## src/rtl/uart_pkg.sv

```systemverilog
// Shared types and constants for the counter-observation UART transmitter.
package uart_pkg;

  localparam int UART_DATA_BITS            = 8;
  localparam int UART_DEFAULT_CLKS_PER_BIT = 434;
  localparam int UART_IDX_W                = $clog2(UART_DATA_BITS);

  typedef enum logic [1:0] {
    IDLE,
    START,
    DATA,
    STOP
  } uart_tx_state_t;

endpackage

```

## src/rtl/baud_tick_gen.sv

```systemverilog
// Bit-period timer: tick is high on the last cycle of every CLKS_PER_BIT period.
// No pipeline latency; restart holds the count at zero; no backpressure.
module baud_tick_gen
  import uart_pkg::*;
#(
  parameter int CLKS_PER_BIT = UART_DEFAULT_CLKS_PER_BIT
) (
  input  logic clk,
  input  logic rst_n,
  input  logic restart,
  output logic tick
);

  localparam int CW = (CLKS_PER_BIT > 1) ? $clog2(CLKS_PER_BIT) : 1;

  generate
    if (CLKS_PER_BIT < 2) begin : g_bad_clks_per_bit
      $error("baud_tick_gen: CLKS_PER_BIT must be at least 2");
    end
  endgenerate

  logic [CW-1:0] cnt;

  assign tick = (cnt == CW'(CLKS_PER_BIT - 1));

  // Wrapping on tick restarts the count at every bit boundary, so periods never drift.
  always_ff @(posedge clk or negedge rst_n) begin
    if (!rst_n) begin
      cnt <= '0;
    end else if (restart || tick) begin
      cnt <= '0;
    end else begin
      cnt <= cnt + CW'(1);
    end
  end

endmodule

```

## src/rtl/count_uart_tx.sv

```systemverilog
// 8N1 UART transmitter for the free-running counter; start bit begins 1 cycle after acceptance.
// Accepts one byte per valid/ready handshake in IDLE only; valid outside IDLE is ignored.
module count_uart_tx
  import uart_pkg::*;
#(
  parameter int CLKS_PER_BIT = UART_DEFAULT_CLKS_PER_BIT
) (
  input  logic       clk,
  input  logic       rst_n,
  input  logic [7:0] data,
  input  logic       data_valid,
  output logic       data_ready,
  output logic       txd,
  output logic       busy
);

  uart_tx_state_t            state;
  logic [UART_DATA_BITS-1:0] shift_reg;
  logic [UART_IDX_W-1:0]     bit_idx;
  logic                      baud_restart;
  logic                      tick;

  assign baud_restart = (state == IDLE);
  assign busy         = ~data_ready;

  baud_tick_gen #(
    .CLKS_PER_BIT(CLKS_PER_BIT)
  ) u_baud (
    .clk    (clk),
    .rst_n  (rst_n),
    .restart(baud_restart),
    .tick   (tick)
  );

  // txd is loaded with the value of the upcoming bit on each transition, keeping it a clean flop output.
  always_ff @(posedge clk or negedge rst_n) begin
    if (!rst_n) begin
      state      <= IDLE;
      shift_reg  <= '0;
      bit_idx    <= '0;
      txd        <= 1'b1;
      data_ready <= 1'b1;
    end else begin
      case (state)
        IDLE: begin
          if (data_valid && data_ready) begin
            shift_reg  <= data;
            bit_idx    <= '0;
            txd        <= 1'b0;
            data_ready <= 1'b0;
            state      <= START;
          end
        end
        START: begin
          if (tick) begin
            txd   <= shift_reg[0];
            state <= DATA;
          end
        end
        DATA: begin
          if (tick) begin
            shift_reg <= {1'b0, shift_reg[UART_DATA_BITS-1:1]};
            if (bit_idx == UART_IDX_W'(UART_DATA_BITS - 1)) begin
              txd   <= 1'b1;
              state <= STOP;
            end else begin
              txd     <= shift_reg[1];
              bit_idx <= bit_idx + UART_IDX_W'(1);
            end
          end
        end
        STOP: begin
          if (tick) begin
            data_ready <= 1'b1;
            state      <= IDLE;
          end
        end
        default: begin
          state <= IDLE;
        end
      endcase
    end
  end

endmodule

```

## config.mk

```make
export PLATFORM = sky130hd
export DESIGN_NAME = count_uart_tx
export DESIGN_NICKNAME = d
export VERILOG_FILES = /design/src/rtl/uart_pkg.sv /design/src/rtl/baud_tick_gen.sv /design/src/rtl/count_uart_tx.sv
export SDC_FILE = /design/constraint.sdc
export NUM_CORES = 1
export LEC_CHECK = 0
export CORE_MARGIN = 8
export CORE_UTILIZATION = 45
export CTS_BUF_LIST = sky130_fd_sc_hd__clkbuf_8
export DETAILED_ROUTE_END_ITERATION = 6
export PLACE_DENSITY = 0.66
export SKIP_LAST_GASP = 1
export SYNTH_ARGS = -nofsm -noshare
export SYNTH_HDL_FRONTEND = slang
export SYNTH_SLANG_ARGS = --single-unit
```

## constraint.sdc

```tcl
create_clock -name clk -period 2 [get_ports clk]
set_input_delay 0.4 -clock clk [delete_from_list [all_inputs] [get_ports clk]]
set_output_delay 0.4 -clock clk [all_outputs]
set_load 0.02 [all_outputs]
```

==> results.py, run 1 <==
metrics = {
    "cells_and_area": {
        "antennaDiodeCount": 0,
        "synthToLayoutAreaGrowth_pct": 16.2,
        "nets": 162,
        "drive_above_1_share_pct": 17.9,
        "largest_reg_flops": 9,
        "n_fill_cell": 265,
        "final_cells": 173,
    },
    "logic_synthesis": {
        "synth.most_common_cell": "dfrtp_1",
        "yosysUniqueCellTypes": 41,
        "yosysSeqAreaShare_pct": 44.1,
        "yosysWarnings": 0,
        "synth_area_leader_cell": "dfrtp_1",
        "syn_area_per_cell_um2": 11.0,
        "synth_top_area_share_pct": 40.3,
        "synthFlopType": "dfrtp_1",
        "synth_edf_count": 0,
        "syn-num-nets": 144,
        "netlist_instances": 124,
        "syn_area_um2": 1370,
        "synthArstFlopShare_pct": 100,
        "ys_ff_latch": 24,
        "synth_common_cells": "dfrtp_1 (22), nor2_1 (13), ha_1 (9), inv_1 (9)",
        "synth_area_leaders": "dfrtp_1 (40%), ha_1 (8.2%), mux2_1 (5.8%)",
    },
    "critical_path": {
        "cp_max_fo": 4,
        "worstSetupStartpointType": "flip-flop",
        "crit_cells": 1,
        "slowest_delay_ps": 600,
        "required_ps": 1600,
        "slowest_stage": "clkdlybuf4s50_1",
        "reg2reg_depth": 6,
        "path_cells": "clkdlybuf4s50_1",
        "path_delay_family": "buffers and inverters",
        "cp-end-kind": "output port",
        "timing.critical_path.arrival_ps": 1430,
        "crit_buf_inv": 1,
        "path_class": "flip-flop to output port",
    },
    "grt": {
        "grt_pass1_vias": 952,
        "gr-total-overflow": 0,
        "grt_max_degree": 25,
        "grt_pass1_wl_um": 4110,
        "antenna_found_initial": 0,
        "grt_usage_pct": 10.2,
    },
    "route": {
        "viasPerCell": 5.35,
        "wl_per_cell_um": 14.3,
        "ant_nets": 0,
        "dr.pass1.iters": 2,
        "finalWirelength_um": 2470,
        "vias": 926,
        "drc": 0,
        "drtIter0Drc": 21,
    },
    "sta": {
        "maxSlewViolCount": 0,
        "period_share_pct": 91.4,
        "setup_tns_ps": 0,
        "hold_viol": 0,
        "setup_viol": 0,
        "worst_slew_pin_slew_ps": 376,
        "rsz0062_at_grt": "false",
        "fin_crit_ps": 1830,
        "setup_ws_ps": 173,
        "fmax_ghz": 0.547,
        "clock_skew_ps": 2.90,
        "worst_slew_margin_rel_pct": 74.8,
    },
    "clock_network": {
        "cts_resized": 0,
        "cts_tree": "built",
        "cts_setup_buffers": 0,
        "htreeDepth": 1,
        "clock_sinks": 24,
        "clockBufferDepth": 2,
        "clock-root-buffer": "clkbuf_8",
        "cts-hold-fix-buffers": 0,
        "numCtsBuffers": 3,
        "cts.reportedPaths.clkPinSlew_ps": 80,
        "worstSkewPairLatency_ps": 260,
    },
    "floorplanning": {
        "core_area_um2": 2980,
        "io_pins": 14,
        "start_util_pct": 45.9,
        "num_rows": 20,
        "die_area_um2": 5060,
        "die_h_um": 71.1,
        "dieWidth_um": 71.1,
    },
    "place": {
        "dp_slack_ps": 183,
        "place_congestion": 0.838,
        "dp_cells": 170,
        "portBuffers": 13,
        "place_hpwl_um": 1880,
    },
    "min_path": {
        "whs_path_depth": 1,
        "worstHoldPathType": "flip-flop to flip-flop",
    },
    "pwr": {
        "ir_drop_mv": 0.241,
        "leakage_nw": 0.652,
        "power_mw": 0.821,
        "p_per_area_nw_per_um2": 517,
    },
    "run": {
        "maxCapViolCount": 0,
    },
    "outcome": {
        "status": "completed",
    },
}
==> routing by layer <==
| layer | global-route usage (%) | part of all wire, % |
|---|---|---|
| met1 | 11.9 | 49 |
| met4 | 4.85 | 1.1 |
| met3 | 2.40 | 2.5 |
| met5 | 0 | 0 |
| met2 | 17.1 | 47 |
==> cell usage in the layout, fill, tap and decap left out, drive strengths merged, types with 2 or more instances in the layout <==
cell / n
mux2i: 3
nor3: 3
nand3: 4
clkdlybuf4s50: 13
xor2: 2
dfstp: 2
mux2: 15
dfrtp: 22
buf: 4
inv: 9
ha: 9
clkbuf: 3
nand2: 5
nand4: 2
xnor2: 5
o21ai: 4
a31oi: 2
nor2: 16
a21oi: 2
==> cell families after synthesis <==
kind of cell	after synthesis	share of synthesized area, %
buf+inv	13	4.03
fa+ha+maj	9	8.24
xor+xnor	7	4.49
mux	18	14.8
compound gates	13	6.50
simple gates	40	17.8
flops	24	44.1
==> where the power goes <==
part           total, mW  switching (mW)  internal (mW)
combinational     0.0424          0.0154         0.0270
clock              0.283           0.148          0.135
sequential         0.496         0.00345          0.492
==> metrics by stage <==
stage	util [%]	hold slack [ps]	cell area (um^2)
2_1_floorplan	-	104	1370
3_3_place_gp	51.9	463	1550
3_5_place_dp	51.9	473	1550
4_1_cts	53.3	491	1590
5_1_grt	53.3	514	1590
6_report	53.3	485	1590
==> cell type report <==
class	instances	area [um^2]	area share, %
Tap cell	33	41.3	2.60
Timing Repair Buffer	17	160	10.1
Multi-Input combinational cell	87	708	44.6
Sequential cell	24	603	38.0
Clock buffer	3	41.3	2.60
Inverter	9	33.8	2.13
==> worst paths after layout <==
| path | slack, ps | end | start |
|---|---|---|---|
| worst max-delay path | 170 | data_ready | data_ready |
| worst min-delay path | 480 | shift_reg[2] | shift_reg[2] |
| worst max register to register | 190 | shift_reg[4] | state[1] |
| worst min register to register | 480 | shift_reg[2] | shift_reg[2] |
| max in group asynchronous | 1220 | txd | rst_n |
| min in group asynchronous | 490 | state[0] | rst_n |
(Power assumes the default switching activity.)
==> run 2: changes to the inputs <==
--- a/config.mk
+++ b/config.mk
@@ -5,12 +5,14 @@
 export SDC_FILE = /design/constraint.sdc
 export NUM_CORES = 1
 export LEC_CHECK = 0
+export ABC_CLOCK_PERIOD_IN_PS = 2000
 export CORE_MARGIN = 8
 export CORE_UTILIZATION = 45
 export CTS_BUF_LIST = sky130_fd_sc_hd__clkbuf_8
 export DETAILED_ROUTE_END_ITERATION = 6
 export PLACE_DENSITY = 0.66
 export SKIP_LAST_GASP = 1
+export SLEW_MARGIN = 15
 export SYNTH_ARGS = -nofsm -noshare
 export SYNTH_HDL_FRONTEND = slang
 export SYNTH_SLANG_ARGS = --single-unit
==> results of run 2 <==
No change in the layout: final DEF, timing and power equal those of run 1.
==> run 3: changes to the inputs <==
--- a/config.mk
+++ b/config.mk
@@ -11,6 +11,7 @@
 export CTS_BUF_LIST = sky130_fd_sc_hd__clkbuf_8
 export DETAILED_ROUTE_END_ITERATION = 6
 export PLACE_DENSITY = 0.66
+export SETUP_SLACK_MARGIN = 0.4
 export SKIP_LAST_GASP = 1
 export SLEW_MARGIN = 15
 export SYNTH_ARGS = -nofsm -noshare
==> run 3 against run 2 <==
Effect of this change: clock skew shrank 1.5 ps; via count rose by 15%; register-to-register slack better by 80 ps; clock power increased by 20%; global-route usage grew 2.2 points; non-clock buffer count is 24 higher; routed wire length is 32% higher; power up 8.0%; clock-buffer cell count grew 1.
==> results.py, run 3 (synthesis results as in run 1) <==
metrics = {
    "cells_and_area": {
        "antennaDiodeCount": 0,
        "final_common_cell": "buf_4",
        "synthToLayoutAreaGrowth_pct": 44.3,
        "n_fill_cell": 214,
        "drive_above_1_share_pct": 45.5,
        "nets": 186,
        "layout_common_cells": "buf_4 (20), dfrtp_1 (18), nor2_1 (13)",
        "multi_input_area_um2": 848,
        "largest_reg_flops": 9,
        "ff_latch_area_um2": 608,
    },
    "place": {
        "portBuffers": 13,
        "place_hpwl_um": 1880,
        "dp_slack_ps": 176,
        "place_congestion": 0.815,
    },
    "critical_path": {
        "path_class": "flip-flop to flip-flop",
        "crit_start": "u_baud.cnt[2]",
        "timing.critical_path.arrival_ps": 1920,
        "cp-end-kind": "flip-flop",
        "worstReg2RegStart": "u_baud.cnt[2]",
        "required_ps": 2190,
        "worstSetupStartpointType": "flip-flop",
        "cp_max_fo": 4,
    },
    "grt": {
        "antenna_found_initial": 0,
        "grt_pass1_wl_um": 5000,
        "gr-total-overflow": 0,
        "grt_pass1_vias": 1060,
        "grt_max_degree": 25,
        "grt_usage_pct": 12.4,
    },
    "clock_network": {
        "numCtsBuffers": 3,
        "worstSkewPairLatency_ps": 270,
        "clock-root-buffer": "clkbuf_8",
        "cts.reportedPaths.clkPinSlew_ps": 90,
        "htreeDepth": 1,
        "clock_sinks": 24,
        "cts_tree": "built",
        "clockBufferDepth": 2,
    },
    "sta": {
        "period_share_pct": 86.7,
        "rsz0062_at_grt": "true",
        "setup_tns_ps": 0,
        "fmax_ghz": 0.577,
        "worst_slew_pin_slew_ps": 341,
        "setup_viol": 0,
        "worst_slew_margin_rel_pct": 77.2,
        "maxSlewViolCount": 0,
        "setup_ws_ps": 266,
        "clock_skew_ps": 1.37,
        "hold_viol": 0,
        "fin_crit_ps": 1730,
        "hold_ws_ps": 485,
    },
    "outcome": {
        "status": "completed",
    },
    "run": {
        "maxCapViolCount": 0,
    },
    "route": {
        "wl_per_cell_um": 16.5,
        "drc": 0,
        "finalWirelength_um": 3260,
        "ant_nets": 0,
        "drtIter0Drc": 51,
        "viasPerCell": 5.39,
        "dr.pass1.iters": 4,
        "vias": 1068,
    },
    "pwr": {
        "leakage_nw": 0.817,
        "power_mw": 0.887,
        "ir_drop_mv": 0.283,
        "p_per_area_nw_per_um2": 450,
    },
    "floorplanning": {
        "io_pins": 14,
        "die_area_um2": 5060,
        "num_rows": 20,
        "die_h_um": 71.1,
        "start_util_pct": 45.9,
        "dieWidth_um": 71.1,
        "core_area_um2": 2980,
    },
    "min_path": {
        "worstHoldPathType": "input pin to asynchronous set/reset pin",
    },
}
run 3: cell types whose count changed in the layout (fill, tap and decap cells not counted), moves of 3 or more:
| cell | previous run | this run |
|---|---|---|
| buf_4 | 4 | 20 |
| buf_6 | 0 | 6 |
| clkdlybuf4s50_1 | 13 | 10 |
| dfrtp_1 | 22 | 18 |
| dfrtp_2 | 0 | 4 |
| ha_1 | 9 | 5 |
| mux2_1 | 7 | 0 |
| mux2_4 | 1 | 8 |
run 3: area by class of cell:
| type | count | share of cell area [%] |
|---|---|---|
| clock buffers | 4 | 2.79 |
| inverters | 9 | 1.71 |
| multi-input cells | 87 | 43.0 |
| flip-flops and latches | 24 | 30.8 |
| well taps | 33 | 2.09 |
| repair buffers | 41 | 19.5 |
run 3: what timing repair did:
item                                    CTS  global route
gates cloned                              0             0
resized for setup                        23            14
buffers inserted                         16            10
hold buffers                              0             0
pin swaps                                 6             3
endpoints found under the setup margin   26            15
run 3: power breakdown:
group | internal (mW) | switching [mW] | total [mW]
registers | 0.492 | 0.00431 | 0.496
clock network | 0.176 | 0.165 | 0.341
logic | 0.0326 | 0.0164 | 0.0490
run 3: per-stage QoR:
step	std cells	utilization [%]	instance area, um^2
4_1_cts	188	60.8	1810
3_3_place_gp	168	52.4	1560
2_1_floorplan	124	-	1410
5_1_grt	198	66.2	1970
6_report	198	66.2	1970
3_5_place_dp	168	52.4	1560
run 3: per-layer routing:
layer	global-route usage, %	part of all wire (%)	routed length (um)
met1	13.3	42	1360
met2	20.9	52	1690
met3	3.25	3.8	124
met4	8.55	2.8	91
met5	0	0	0
run 3: critical path, stage by stage (launching register included):
cell and delay [ps]:
dfrtp_2 440, nor4b_4 390, buf_4 180, buf_6 90, a21oi_4 50, or3_1 320, a31oi_1 170
run 3: final timing paths:
| check | end | slack, ps | cells past startpoint |
|---|---|---|---|
| worst max-delay path | state[0] | 270 | 6 |
| min in group clk | bit_idx[0] | 510 | 1 |
| worst min-delay path | state[0] | 480 | 2 |
| max in group asynchronous | txd | 1230 | 2 |
| worst min register to register | bit_idx[0] | 510 | 1 |
| worst max register to register | state[0] | 270 | 6 |
